## src/rtl/cache_refill_arbiter.sv

```systemverilog
// Two-master cache refill arbiter: grants one master at a time a fixed-length
// burst of BLOCKS word reads on a shared memory port, alternating on ties.
module cache_refill_arbiter #(
  parameter int unsigned ADDR_WIDTH  = 32,
  parameter int unsigned DATA_WIDTH  = 32,
  parameter int unsigned BLOCK_WIDTH = 2
) (
  input  logic                   i_clock,
  input  logic                   i_reset,
  input  logic                   i_m0_req,
  input  logic [ADDR_WIDTH-1:0]  i_m0_addr,
  output logic [DATA_WIDTH-1:0]  o_m0_data,
  output logic                   o_m0_valid,
  output logic [BLOCK_WIDTH-1:0] o_m0_beat,
  output logic                   o_m0_done,
  input  logic                   i_m1_req,
  input  logic [ADDR_WIDTH-1:0]  i_m1_addr,
  output logic [DATA_WIDTH-1:0]  o_m1_data,
  output logic                   o_m1_valid,
  output logic [BLOCK_WIDTH-1:0] o_m1_beat,
  output logic                   o_m1_done,
  output logic                   o_mem_rd,
  output logic [ADDR_WIDTH-1:0]  o_mem_addr,
  input  logic [DATA_WIDTH-1:0]  i_mem_data,
  input  logic                   i_mem_ready,
  output logic                   o_busy,
  output logic                   o_owner
);

  localparam int unsigned BLOCKS = 2 ** BLOCK_WIDTH;
  localparam logic [ADDR_WIDTH-1:0] BlockMask = ADDR_WIDTH'(BLOCKS - 1);

  typedef enum logic [1:0] {StIdle, StBurst, StDone} state_e;

  state_e                 state_q, state_d;
  logic                   owner_q, owner_d;
  logic                   last_q, last_d;
  logic [ADDR_WIDTH-1:0]  base_q, base_d;
  logic [BLOCK_WIDTH-1:0] beat_q, beat_d;
  logic [1:0]             pend_q, pend_d;

  logic [1:0]             req_vec;
  logic [1:0]             req_eff;
  logic                   grant;
  logic [ADDR_WIDTH-1:0]  grant_addr;

  assign req_vec = {i_m1_req, i_m0_req};
  // Non-owner requests seen mid-burst are remembered so a short pulse is not lost.
  assign req_eff = req_vec | pend_q;

  always_ff @(posedge i_clock) begin
    if (!i_reset) begin
      state_q <= StIdle;
      owner_q <= 1'b0;
      last_q  <= 1'b1;
      base_q  <= '0;
      beat_q  <= '0;
      pend_q  <= '0;
    end else begin
      state_q <= state_d;
      owner_q <= owner_d;
      last_q  <= last_d;
      base_q  <= base_d;
      beat_q  <= beat_d;
      pend_q  <= pend_d;
    end
  end

  always_comb begin
    state_d    = state_q;
    owner_d    = owner_q;
    last_d     = last_q;
    base_d     = base_q;
    beat_d     = beat_q;
    pend_d     = pend_q;
    grant      = 1'b0;
    grant_addr = '0;

    unique case (state_q)
      StIdle: begin
        if (|req_eff) begin
          // On a tie the master that was not served last wins.
          grant        = (&req_eff) ? ~last_q : req_eff[1];
          grant_addr   = grant ? i_m1_addr : i_m0_addr;
          state_d      = StBurst;
          owner_d      = grant;
          base_d       = grant_addr & ~BlockMask;
          beat_d       = '0;
          pend_d[grant] = 1'b0;
        end
      end
      StBurst: begin
        pend_d[~owner_q] = pend_q[~owner_q] | req_vec[~owner_q];
        if (i_mem_ready) begin
          beat_d = beat_q + BLOCK_WIDTH'(1);
          if (&beat_q) begin
            state_d = StDone;
            last_d  = owner_q;
          end
        end
      end
      StDone: begin
        state_d = StIdle;
      end
      default: begin
        state_d = StIdle;
      end
    endcase
  end

  logic in_burst;
  logic in_done;

  assign in_burst   = (state_q == StBurst);
  assign in_done    = (state_q == StDone);

  assign o_mem_rd   = in_burst;
  assign o_mem_addr = base_q | {{(ADDR_WIDTH - BLOCK_WIDTH){1'b0}}, beat_q};
  assign o_busy     = in_burst | in_done;
  assign o_owner    = owner_q;

  assign o_m0_data  = i_mem_data;
  assign o_m1_data  = i_mem_data;
  assign o_m0_beat  = beat_q;
  assign o_m1_beat  = beat_q;
  assign o_m0_valid = in_burst & i_mem_ready & ~owner_q;
  assign o_m1_valid = in_burst & i_mem_ready & owner_q;
  assign o_m0_done  = in_done & ~owner_q;
  assign o_m1_done  = in_done & owner_q;

endmodule
```

## config.mk

```make
export PLATFORM = sky130hd
export DESIGN_NAME = cache_refill_arbiter
export DESIGN_NICKNAME = d
export VERILOG_FILES = /design/src/rtl/cache_refill_arbiter.sv
export SDC_FILE = /design/constraint.sdc
export NUM_CORES = 1
export LEC_CHECK = 0
export CORE_MARGIN = 2
export CORE_UTILIZATION = 31
export CTS_CLUSTER_DIAMETER = 50
export DETAILED_ROUTE_END_ITERATION = 10
export PLACE_DENSITY = 0.81
export SETUP_SLACK_MARGIN = 0.05
export SYNTH_ARGS = -nofsm -noshare
export SYNTH_HDL_FRONTEND = slang
export SYNTH_SLANG_ARGS = --single-unit
```

## constraint.sdc

```tcl
create_clock -name i_clock -period 1.95 [get_ports i_clock]
set_input_delay 0.39 -clock i_clock [delete_from_list [all_inputs] [get_ports i_clock]]
set_output_delay 0.39 -clock i_clock [all_outputs]
set_load 0.01 [all_outputs]
```

Yosys cells after proc, flatten, opt, wreduce, memory -nomap -nowiden. Cells that the tools add are included. Widths: inputs -> output; s select.

Bitwise operators: 13. Div/mod/pow operators: 0. Eq/ne operators: 5. Shifts and indexed selects: 0. $lt $le $gt $ge: 4. Muxes and demuxes: 20. Reduce and logical (&&, ||, !) cells: 12. Multiply operators: 0. Add/sub/neg operators: 1.

Operator list (count): $mux 32 (1); $or 32x2->32 (1); $mux 2 (6); $pmux 2 s2 (3); $reduce_and 2->1 (4); $mux 1 (7); $reduce_and 3->1 (2); $and 1x1->1 (5); $lt 1x2->1 const B (2); $ne 2x2->1 const B (2); $reduce_and 4->1 (1); $add 2x1->2 const B (1); $and 2x2->2 (1); $bwmux 2 (1); $demux 1 s1 (2); $eq 2x1->1 const B (1); $eq 2x2->1 const B (1); $ge 1x1->1 const B (2); $logic_and 1x1->1 (2); $logic_not 2->1 (1); $ne 2x1->1 const B (1); $not 1->1 (2); $not 2->2 (1); $or 1x1->1 (2); 3 further kinds (3).

Logic and storage cells: 61. Bits in writable memories: 0. Bits in latches: 0. Register bits after elaboration: 38. Bits in read-only memories: 0. Bits of input ports: 101. Memories kept: 0.

Depth between registers and ports, before layout.
Word-level depth: 11. Gate-level depth with buffers: 7. Depth with buffers taken out: 6.

Least setup slack after synthesis. No wires, ideal clock.

Path type: reg-to-output. Start: reg state_q[1]. End: out o_m0_valid. Stages on the path, launching flop included: 6. Arrival: 1187 ps. Slack: 373 ps. Cell sequence: dfxtp_1 inv_1 ha_1 buf_2 nand2_1 nor2_1.

Cells in the longest elaborated chain, start to end: 3.

RTL lines: start: declaration (line 35) `state_e state_q, state_d;`; start signal: assignment (line 53) `state_q <= StIdle;`; start signal: assignment (line 60) `state_q <= state_d;`; $eq 2x1->1 (line 114) `assign in_burst = (state_q == StBurst);`; named net o_mem_rd (line 22) `output logic o_mem_rd,`; $and 1x1->1 (2 in a row) (line 126) `assign o_m0_valid = in_burst & i_mem_ready & ~owner_q;`; end: declaration (line 13) `output logic o_m0_valid,`.

The timed path passes the listed nets, and every way through them passes these cells.

Worst setup path after layout.
Start: reg state_q[1]. End: out o_mem_rd.

Cells in the longest elaborated chain, start to end: 1.

RTL lines (line): $eq 2x1->1 (114); end: declaration (22).

No other way between the ends.

==> summary.md <==
| Metric | Value |
|---|---|
| Outcome | `finished clean` |
| Net Sw Frac | `~38%` |
| Die ar. | `0.00807 mm2` |
| Async SR Flop Fraction | `0%` |
| Clock skew | `around 0.009 ns` |
| Maximum clock frequency | `~560 MHz` |
| Setup TNS | `0 ns` |
| Number of flops mapped to enable cells by yosys | `0` |
| Cells after synthesis | `300` |
| Via Count | `~2100` |
| Syn Nets | `407` |
| DR iter-0 viols | `60` |
| Peak supply drop | `0.452 mV` |
| Clk buf depth | `2` |
| Vias in the first global route | `around 2100` |
| Starting density of the core | `31.8%` |
| Flops & latches, synth | `38` |
| Startpoint Class | `flop` |
| Clock Sinks | `38` |
| Yosys warns | `0` |
| Synth unique cells | `28` |
| CP max FO | `13` |
| Syn avg cell area | `around 7.6 um2` |
| Tot GR Track Use | `14.3%` |
| Area delta synth->final | `35.9%` |
| CTS Buf Count | `5` |
| Post-synthesis sequential area ratio | `33.3%` |
| Std cell rows | `31` |
| Clock root buffer | `clkbuf_8` |
| Final min period | `approximately 1.8 ns` |
| Placed Area | `just over 0.003 mm2` |
| N_diodes | `0` |
| IO Pins | `about 210` |
| Fill count | `a little under 700` |
| Final Hold Viols | `0` |
| Pwr Total | `between 3 and 4 mW` |
| DP HPWL | `roughly 4.2 mm` |
| # H-tree levels | `2` |
| Global route overflow | `0` |
| Pleak | `roughly 1.2 nW` |
| PortBufs | `about 110` |
| Critical Path RT | `between 1.5 and 2 ns` |
| Crit path kind | `reg2out` |
| Worst-Skew Late Latency | `slightly below 0.3 ns` |
| Final Wtd Congestion | `~0.8` |
| Switch Pwr | `~1.5 mW` |
| Fin area | `~0.0031 mm2` |
| Worst EP arrival | `~1.4 ns` |
| Setup Fix Bufs, Post-CTS | `0` |
| Worst Tran Pin Value | `between 0.3 and 0.4 ns` |
| HP Class | `reg2reg` |
| Die Wd | `around 90 um` |
| Fraction of layout cells with a size suffix above 1 | `between 7 and 8%` |
| Synth Cell Area | `0.00228 mm2` |
| Top FF cell, synth | `dfxtp_1` |
| Routed len/inst | `12.9 um` |
| Final setup violating endpoints | `0` |
| Setup crit end kind | `output pin` |
| # Max-Cap Violations | `0` |
| Power Density | `between 1000 and 1500 mW/mm2` |
| Sequential share of power | `between 30% and 40%` |
| Nets | `between 400 and 500` |
| Largest net degree at the start of global routing | `44` |
| CTS clk-pin slew, worst paths | `around 0.080 ns` |
| Dpl ws | `-0.0877 ns` |
| # DRC | `0` |
| Initial antenna violation count | `0` |
| Pins over their slew limit | `0` |
| Die height | `approximately 90 um` |
| TritonCTS clock tree | `done` |
| Global-route wire length before repair | `around 9.5 mm` |
| DRT Pass-1 Iters | `4` |
| Core ar. | `approximately 0.007 mm2` |
| RSZ-0062 raised after global routing | `false` |
| Number of hold buffers added after CTS | `0` |
| Worst rel slew slack | `between 70% and 80%` |
| Final cycle utilization of the critical path | `between 90 and 100%` |
| Logic pwr share | `a little over half` |
| Routed Wire Length | `5.69 mm` |
| Cell-internal power | `between 2 and 2.5 mW` |
| Clk pwr share | `14.0%` |
| Post-route antenna net violation count | `0` |
| Final worst slack | `about 0.15 ns` |
| Via density | `roughly 4.7` |
## cell usage in the layout (no fill, tap or decap), drive strengths merged
cell type,netlist,layout
buf,70,13
o2bb2a,1,1
and2,2,2
dfxtp,38,38
o221a,2,2
or2,1,1
o211ai,2,2
nand2,67,67
clkdlybuf4s50,0,101
nand4b,2,2
dlygate4sd2,0,6
nor2,6,6
a22oi,1,1
a31oi,30,30
nand3,4,4
o41a,1,1
a21oi,4,4
nor4,1,1
nor3,1,1
ha,6,6
o22a,1,1
nor2b,1,1
o32ai,1,1
clkbuf,16,7
inv,6,6
o21a,3,3
o21ai,33,33
clkinv,0,1
## metal layers
layer,share of wire (%),vias to the layer above,global-route usage [%]
li1,-,1030,-
met1,40,931,15.5
met2,47,88,24.1
met3,8.4,27,5.45
met4,3.9,0,8.08
met5,0,-,0
## power groups by stage
stage	Clock [mW]	Sequential, mW	Combinational, mW
finish	0.556	1.28	2.13
global placement	0	1.28	2.12
global route	0.614	1.32	2.34
CTS	0.580	1.28	2.16
floorplan	0	1.41	1.12
detailed placement	0	1.29	2.18
## Yosys cell counts (2+ instances only)
library cell | count | area, um2
a21oi_1 | 3 | 15.0
o21a_1 | 3 | 22.5
dfxtp_1 | 38 | 761
buf_4 | 68 | 510
nor2_1 | 6 | 22.5
and2_1 | 2 | 12.5
nand2_1 | 67 | 251
o211ai_1 | 2 | 15.0
a31oi_1 | 30 | 188
inv_1 | 6 | 22.5
o221a_1 | 2 | 22.5
ha_1 | 6 | 75.1
clkbuf_1 | 16 | 60.1
nand4b_1 | 2 | 17.5
nand3_1 | 4 | 20.0
o21ai_0 | 33 | 165
## cells by family after synthesis
kind of cell    share of synthesized area (%)
simple gates                             15.2
fa+ha+maj                                3.29
buf+inv                                  26.7
flops                                    33.3
compound gates                           21.5
## critical path, cell delays in order (launching register included)
cell	delay [ns]
dfxtp_1	0.36
inv_1	0.09
ha_1	0.20
buf_4	0.18
dlygate4sd2_1	0.29
## path summary, 6_finish.rpt
check	slack, ns	cells past startpoint	endpoint	from
setup / recovery	0.15	4	o_mem_rd	state_q[1]
hold / removal	0.49	2	state_q[1]	state_q[1]
setup reg to reg	0.39	6	base_q[26]	state_q[1]
hold reg to reg	0.49	2	state_q[1]	state_q[1]
## metrics by stage
step,hold slack [ns],std cells,utilization (%)
after floorplan,0.453,300,-
after global placement,0.470,433,42.1
after detailed placement,0.485,433,42.1
after CTS,0.493,441,43.2
after global routing,0.501,441,43.2
final,0.489,441,43.2
## repair_timing
| item | in CTS | in global routing |
|---|---|---|
| endpoints found under the hold margin | 0 | 0 |
| setup endpoints to repair | 6 | 0 |
| resized for setup | 7 | 0 |
## registers in the layout, indices dropped and copies added (netlist names)
name / cells
base_q: 30
last_q: 1
o_m0_beat: 2
o_owner: 1
pend_q: 2
state_q: 2
## area by class of cell
cell class | count | area (um2) | area share, %
Multi-Input combinational cell | 170 | 917 | 29.6
Tap cell | 99 | 124 | 3.99
Clock buffer | 7 | 86.3 | 2.78
Clock inverter | 1 | 5.00 | 0.161
Timing Repair Buffer | 120 | 1190 | 38.2
Sequential cell | 38 | 762 | 24.6
Inverter | 6 | 22.5 | 0.726
(Power assumes the default switching activity.)
